## src/rtl/mux_pkg.sv

```systemverilog
// Shared definitions for the registered N:1 multiplexer and its scan controller.
// Holds the select-width helper, the mode encodings and the reset values.
// Used by mux_scan_ctrl and mux_n1_reg.
package mux_pkg;

  // Mode encodings on the mode input.
  localparam logic MODE_MANUAL = 1'b0;
  localparam logic MODE_SCAN   = 1'b1;

  // Reset values for single-bit and fixed-width state.
  localparam logic       RST_VALID = 1'b0;
  localparam logic [7:0] RST_DWELL = 8'd0;

  // Select/pointer width: clog2 of the channel count, never below 1 bit.
  function automatic int selw_f(input int n);
    return (n <= 2) ? 1 : $clog2(n);
  endfunction

endpackage

```

## src/rtl/mux_scan_ctrl.sv

```systemverilog
// Round-robin scan pointer for the auto-scan mode of mux_n1_reg.
// Ports: clk, rst (sync, active-high), load (a word is loaded this edge),
//        mode, en_b, d_valid[NCH]; scan_ptr[SELW] is the channel to load next.
module mux_scan_ctrl
  import mux_pkg::*;
#(
  parameter  int NCH   = 4,
  parameter  int DWELL = 1,
  localparam int SELW  = selw_f(NCH)
) (
  input  logic            clk,
  input  logic            rst,
  input  logic            load,
  input  logic            mode,
  input  logic            en_b,
  input  logic [NCH-1:0]  d_valid,
  output logic [SELW-1:0] scan_ptr
);

  logic [SELW-1:0] ptr_q, ptr_d;
  logic [7:0]      cnt_q, cnt_d;
  logic            cur_vld;
  logic [SELW-1:0] ptr_adv;

  // Valid bit of the channel under the pointer; loop keeps the lookup in range
  // when NCH is not a power of two.
  always_comb begin
    cur_vld = 1'b0;
    for (int k = 0; k < NCH; k++) begin
      if ({1'b0, ptr_q} == (SELW+1)'(k)) cur_vld = d_valid[k];
    end
  end

  assign ptr_adv = ({1'b0, ptr_q} == (SELW+1)'(NCH-1)) ? '0 : ptr_q + SELW'(1);

  always_comb begin
    ptr_d = ptr_q;
    cnt_d = cnt_q;
    if (mode != MODE_SCAN || en_b) begin
      // Outside active scanning the pointer parks at channel 0, so every
      // scan entry starts from the first channel.
      ptr_d = '0;
      cnt_d = RST_DWELL;
    end else if (load) begin
      // An empty channel is skipped at once so no channel can stall the scan;
      // a valid channel is held for DWELL loads.
      if (!cur_vld || cnt_q == 8'(DWELL-1)) begin
        ptr_d = ptr_adv;
        cnt_d = RST_DWELL;
      end else begin
        cnt_d = cnt_q + 8'd1;
      end
    end
  end

  always_ff @(posedge clk) begin
    if (rst) begin
      ptr_q <= '0;
      cnt_q <= RST_DWELL;
    end else begin
      ptr_q <= ptr_d;
      cnt_q <= cnt_d;
    end
  end

  assign scan_ptr = ptr_q;

endmodule

```

## src/rtl/mux_n1_reg.sv

```systemverilog
// Registered N:1 multiplexer with valid/ready output and round-robin auto-scan.
// Ports: clk, rst (sync, active-high), en_b (1 = zero/invalid), mode (0 manual,
//        1 scan), sel, d[NCH*WIDTH], d_valid[NCH]; y, y_ch, y_valid out, y_ready in.
module mux_n1_reg
  import mux_pkg::*;
#(
  parameter  int WIDTH = 8,
  parameter  int NCH   = 4,
  parameter  int DWELL = 1,
  localparam int SELW  = selw_f(NCH)
) (
  input  logic                 clk,
  input  logic                 rst,
  input  logic                 en_b,
  input  logic                 mode,
  input  logic [SELW-1:0]      sel,
  input  logic [NCH*WIDTH-1:0] d,
  input  logic [NCH-1:0]       d_valid,
  output logic [WIDTH-1:0]     y,
  output logic [SELW-1:0]      y_ch,
  output logic                 y_valid,
  input  logic                 y_ready
);

  logic [WIDTH-1:0] y_q, y_d;
  logic [SELW-1:0]  ch_q, ch_d;
  logic             vld_q, vld_d;

  logic             load;
  logic [SELW-1:0]  scan_ptr;
  logic [SELW-1:0]  ch;
  logic             in_range;
  logic [WIDTH-1:0] pick_dat;
  logic             pick_vld;

  // The output register may take a new word whenever it is empty or its
  // current word is being accepted this cycle.
  assign load = !vld_q || y_ready;

  mux_scan_ctrl #(
    .NCH   (NCH),
    .DWELL (DWELL)
  ) u_scan (
    .clk      (clk),
    .rst      (rst),
    .load     (load),
    .mode     (mode),
    .en_b     (en_b),
    .d_valid  (d_valid),
    .scan_ptr (scan_ptr)
  );

  assign ch       = (mode == MODE_SCAN) ? scan_ptr : sel;
  // One extra bit so a manual select beyond the last channel is caught.
  assign in_range = ({1'b0, ch} < (SELW+1)'(NCH));

  always_comb begin
    pick_dat = '0;
    pick_vld = 1'b0;
    for (int k = 0; k < NCH; k++) begin
      if ({1'b0, ch} == (SELW+1)'(k)) begin
        pick_dat = d[k*WIDTH +: WIDTH];
        pick_vld = d_valid[k];
      end
    end
  end

  always_comb begin
    y_d   = y_q;
    ch_d  = ch_q;
    vld_d = vld_q;
    if (load) begin
      if (en_b) begin
        y_d   = '0;
        ch_d  = '0;
        vld_d = 1'b0;
      end else if (in_range) begin
        y_d   = pick_dat;
        ch_d  = ch;
        vld_d = pick_vld;
      end else begin
        // Out-of-range select still reports which index was asked for.
        y_d   = '0;
        ch_d  = ch;
        vld_d = 1'b0;
      end
    end
  end

  always_ff @(posedge clk) begin
    if (rst) begin
      y_q   <= '0;
      ch_q  <= '0;
      vld_q <= RST_VALID;
    end else begin
      y_q   <= y_d;
      ch_q  <= ch_d;
      vld_q <= vld_d;
    end
  end

  assign y       = y_q;
  assign y_ch    = ch_q;
  assign y_valid = vld_q;

endmodule

```

## config.mk

```make
export PLATFORM = sky130hd
export DESIGN_NAME = mux_n1_reg
export DESIGN_NICKNAME = d
export VERILOG_FILES = /design/src/rtl/mux_pkg.sv /design/src/rtl/mux_scan_ctrl.sv /design/src/rtl/mux_n1_reg.sv
export SDC_FILE = /design/constraint.sdc
export NUM_CORES = 1
export LEC_CHECK = 0
export ABC_AREA = 1
export BUFFER_PORTS_ARGS = -buffer_cell sky130_fd_sc_hd__buf_2
export CAP_MARGIN = 15
export CORE_MARGIN = 2
export CORE_UTILIZATION = 49
export CTS_CLUSTER_SIZE = 14
export DETAILED_ROUTE_END_ITERATION = 7
export GPL_ROUTABILITY_DRIVEN = 0
export HOLD_SLACK_MARGIN = 0.06
export PLACE_DENSITY_LB_ADDON = 0.3
export SLEW_MARGIN = 20
export SYNTH_ARGS = -nofsm -noshare
export SYNTH_HDL_FRONTEND = slang
export SYNTH_HIERARCHICAL = 1
export SYNTH_SLANG_ARGS = --single-unit
```

## constraint.sdc

```tcl
create_clock -name clk -period 1.61 [get_ports clk]
set_input_delay 0.483 -clock clk [delete_from_list [all_inputs] [get_ports clk]]
set_output_delay 0.483 -clock clk [all_outputs]
set_load 0.1 [all_outputs]
```

==> flow_metrics.py <==
metrics = {
    "outcome": {
        "status": "complete, no violations",
    },
    "clocking": {
        "number_of_h_tree_levels": 1,
        "worst_skew_pair.late_latency_ns": 0.30,
        "clkTransAtPathRegs_ns": 0.12,
        "postCtsHoldBufs": 0,
        "clockRootBuffer": "sky130_fd_sc_hd__clkbuf_4",
        "clock_sinks": 21,
        "post-cts-setup-buffer-count": 0,
        "tritoncts_buffer_count": 3,
        "cts.repair.resized": 0,
        "cts_tree": "built",
        "cts-root-to-sink-buffers": 2,
    },
    "drt": {
        "drt_first_iter_violations": 93,
        "drcViolationCount": 0,
        "drt-pass1-iter-count": 4,
        "routed-via-count": 1493,
        "detail-route-antenna-nets": 0,
        "avgViaCountPerCell": 4.86,
        "detail_route.wirelength_mm": 3.15,
        "avgRoutedWirePerCell_um": 10.3,
    },
    "setup_path": {
        "timing.critical_path.required_ns": 1.13,
        "worst_path_dominant_cell_family": "buffers and inverters",
        "timing_worst_setup_path_type": "reg -> out",
        "worstSetupEndpointType": "primary output",
        "critical_path_peak_fanout": 2,
        "cp_slowest_cell": "sky130_fd_sc_hd__buf_2",
        "crit_path_cell_trace": "buf_2",
        "crit_path_start_kind": "flip-flop",
        "crit_arrival_ns": 1.09,
        "cp.buffers_inverters": 1,
        "worst_path_largest_cell_delay_ns": 0.43,
    },
    "final_layout": {
        "antennaDiodeCount": 0,
        "finalCoreUtilization_pct": 65.3,
        "instances_no_fill": 307,
        "nets": 326,
        "number_of_fill_cells": 258,
        "final_layout_size_suffix_gt1_share_pct": 33.7,
        "areaGrowthSynthToFinish_pct": 26.3,
    },
    "floorplanning": {
        "initial_core_util_pct": 51.7,
        "core_mm2": 0.00276,
        "die_height_um": 58.0,
        "floorplan.die_area_mm2": 0.00336,
        "chipWidth_um": 58.0,
        "placement_rows": 19,
        "design.portCount": 54,
    },
    "yosys": {
        "netlist_top_cells_area": "sky130_fd_sc_hd__dfxtp_1, sky130_fd_sc_hd__nand2_1, sky130_fd_sc_hd__inv_1",
        "synth_most_common_cell": "sky130_fd_sc_hd__nand2_1",
        "syn_nets": 267,
        "synth_edf_count": 0,
        "synthesis.area_mm2": 0.00143,
        "yosysWarnings": 6,
        "seq_area_frac_synth_pct": 29.5,
        "synth.cells.most_frequent": "sky130_fd_sc_hd__nand2_1, sky130_fd_sc_hd__inv_1, sky130_fd_sc_hd__dfxtp_1",
        "postSynthRegisterBits": 21,
        "synth_async_sr_flop_share_pct": 0,
        "ys.flop_type": "sky130_fd_sc_hd__dfxtp_1",
        "yosysTopAreaCell": "sky130_fd_sc_hd__dfxtp_1",
        "synth_top_cell_area_share_pct": 29.5,
        "syn-mean-instance-area_um2": 6.54,
        "synth_cell_type_count": 26,
        "netlist_instances": 218,
    },
    "grt": {
        "grt_first_pass_wirelength_mm": 5.51,
        "grt_start_max_net_pins": 14,
        "grt_antenna_before_repair": 0,
        "grt_overflow_total": 0,
        "globalRouteTotalUtil_pct": 20.7,
        "vias_in_the_first_global_route": 1371,
    },
    "sta": {
        "final_hold_viol_count": 0,
        "clock-skew-final_ns": 0.00606,
        "holdWs_ns": 0.467,
        "final_period_utilization_pct": 97.9,
        "finalCriticalPeriod_ns": 1.58,
        "setup_violations": 0,
        "max_clock_freq_mhz": 634,
        "slew_headroom_pct": 61.5,
        "final_max_slew_viol_count": 0,
        "rsz0062_at_grt": "false",
        "max_slew.worst_pin.slew_ns": 0.575,
    },
    "hold_path": {
        "hold_path.class": "reg -> reg",
    },
    "pwr": {
        "p_seq_share_pct": 46.5,
        "power.switching_uw": 427,
        "pwr-share-clk_pct": 21.4,
        "powerDensity_mw_per_mm2": 656,
        "p_comb_share_pct": 32.1,
        "power.share.switching_pct": 36.1,
        "peakVddDrop_mv": 0.724,
        "p_int_uw": 756,
        "p_leak_uw": 0.000926,
    },
    "placed_design": {
        "numPortBuffers": 53,
        "placedCellCount": 303,
        "hpwl_mm": 2.47,
    },
    "run": {
        "timing.max_cap.violations": 0,
    },
}
routing by layer:
metal / share of wire (%) / global-route usage [%]
met1: 45 / 26.3
met2: 48 / 36.4
met3: 7.2 / 4.91
met4: 0.32 / 2.99
met5: 0 / 0
sequential cells by signal, indices dropped and copies added, names as in the netlist:
register,cells
u_scan/scan_ptr,2
y_valid,1
u_scan/cnt_q,8
y_ch,2
y,8
kinds of logic after synthesis:
kind of cell | share of synthesized area (%)
DFF | 29.5
adders and majority gates | 5.26
buffers and inverters | 11.5
and+or+nand+nor | 39.0
xor gates and xnor gates | 3.68
AOI/OAI and AO/OA | 11.1
placed cells by master, fill, tap and decap left out, types with 3 or more instances in the layout:
master / instances
sky130_fd_sc_hd__nor2_1: 11
sky130_fd_sc_hd__buf_2: 48
sky130_fd_sc_hd__buf_4: 5
sky130_fd_sc_hd__nand2_2: 7
sky130_fd_sc_hd__inv_1: 27
sky130_fd_sc_hd__ha_1: 6
sky130_fd_sc_hd__a21oi_1: 15
sky130_fd_sc_hd__or2_2: 3
sky130_fd_sc_hd__nor2_2: 10
sky130_fd_sc_hd__clkbuf_4: 8
sky130_fd_sc_hd__xor2_1: 3
sky130_fd_sc_hd__dfxtp_1: 19
sky130_fd_sc_hd__xnor2_1: 3
sky130_fd_sc_hd__o21ai_0: 10
sky130_fd_sc_hd__nand2_1: 63
sky130_fd_sc_hd__nand3_1: 17
sky130_fd_sc_hd__o21ai_1: 5
final timing paths:
check | start | to | slack (ns) | cells after the start
max | y[2] | y[2] | 0.03 | 1
min | y[6] | y[6] | 0.47 | 2
max reg2reg | u_scan/scan_ptr[0] | u_scan/cnt_q[3] | 0.19 | 9
min reg2reg | y[6] | y[6] | 0.47 | 2
per-stage QoR:
step | total power [µW] | setup TNS, ns | instance area [µm²] | worst slack, ns
2_1_floorplan | 826 | 0 | 1430 | 0.0174
3_3_place_gp | 935 | 0 | 1760 | 0.0135
3_5_place_dp | 938 | -0.164 | 1760 | -0.0734
4_1_cts | 1190 | 0 | 1790 | 0.00563
5_1_grt | 1250 | 0 | 1800 | 0.00271
6_report | 1180 | 0 | 1800 | 0.0333
power groups by stage:
stage	sequential (µW)	combinational [µW]	clock (µW)
after global placement	561	374	0
after detailed placement	562	376	0
after floorplan	678	148	0
final	550	379	253
after global routing	552	418	279
after CTS	550	378	266
cell type report:
cell class / count / area [µm²] / area share [%]
Multi-Input combinational cell: 161 / 842 / 46.7
Sequential cell: 21 / 423 / 23.5
Timing Repair Buffer: 60 / 355 / 19.7
Inverter: 30 / 115 / 6.39
Tap cell: 31 / 38.8 / 2.15
Clock buffer: 3 / 22.5 / 1.25
Clock inverter: 1 / 5.00 / 0.278
Note: power is estimated with default switching activity, not from simulation.
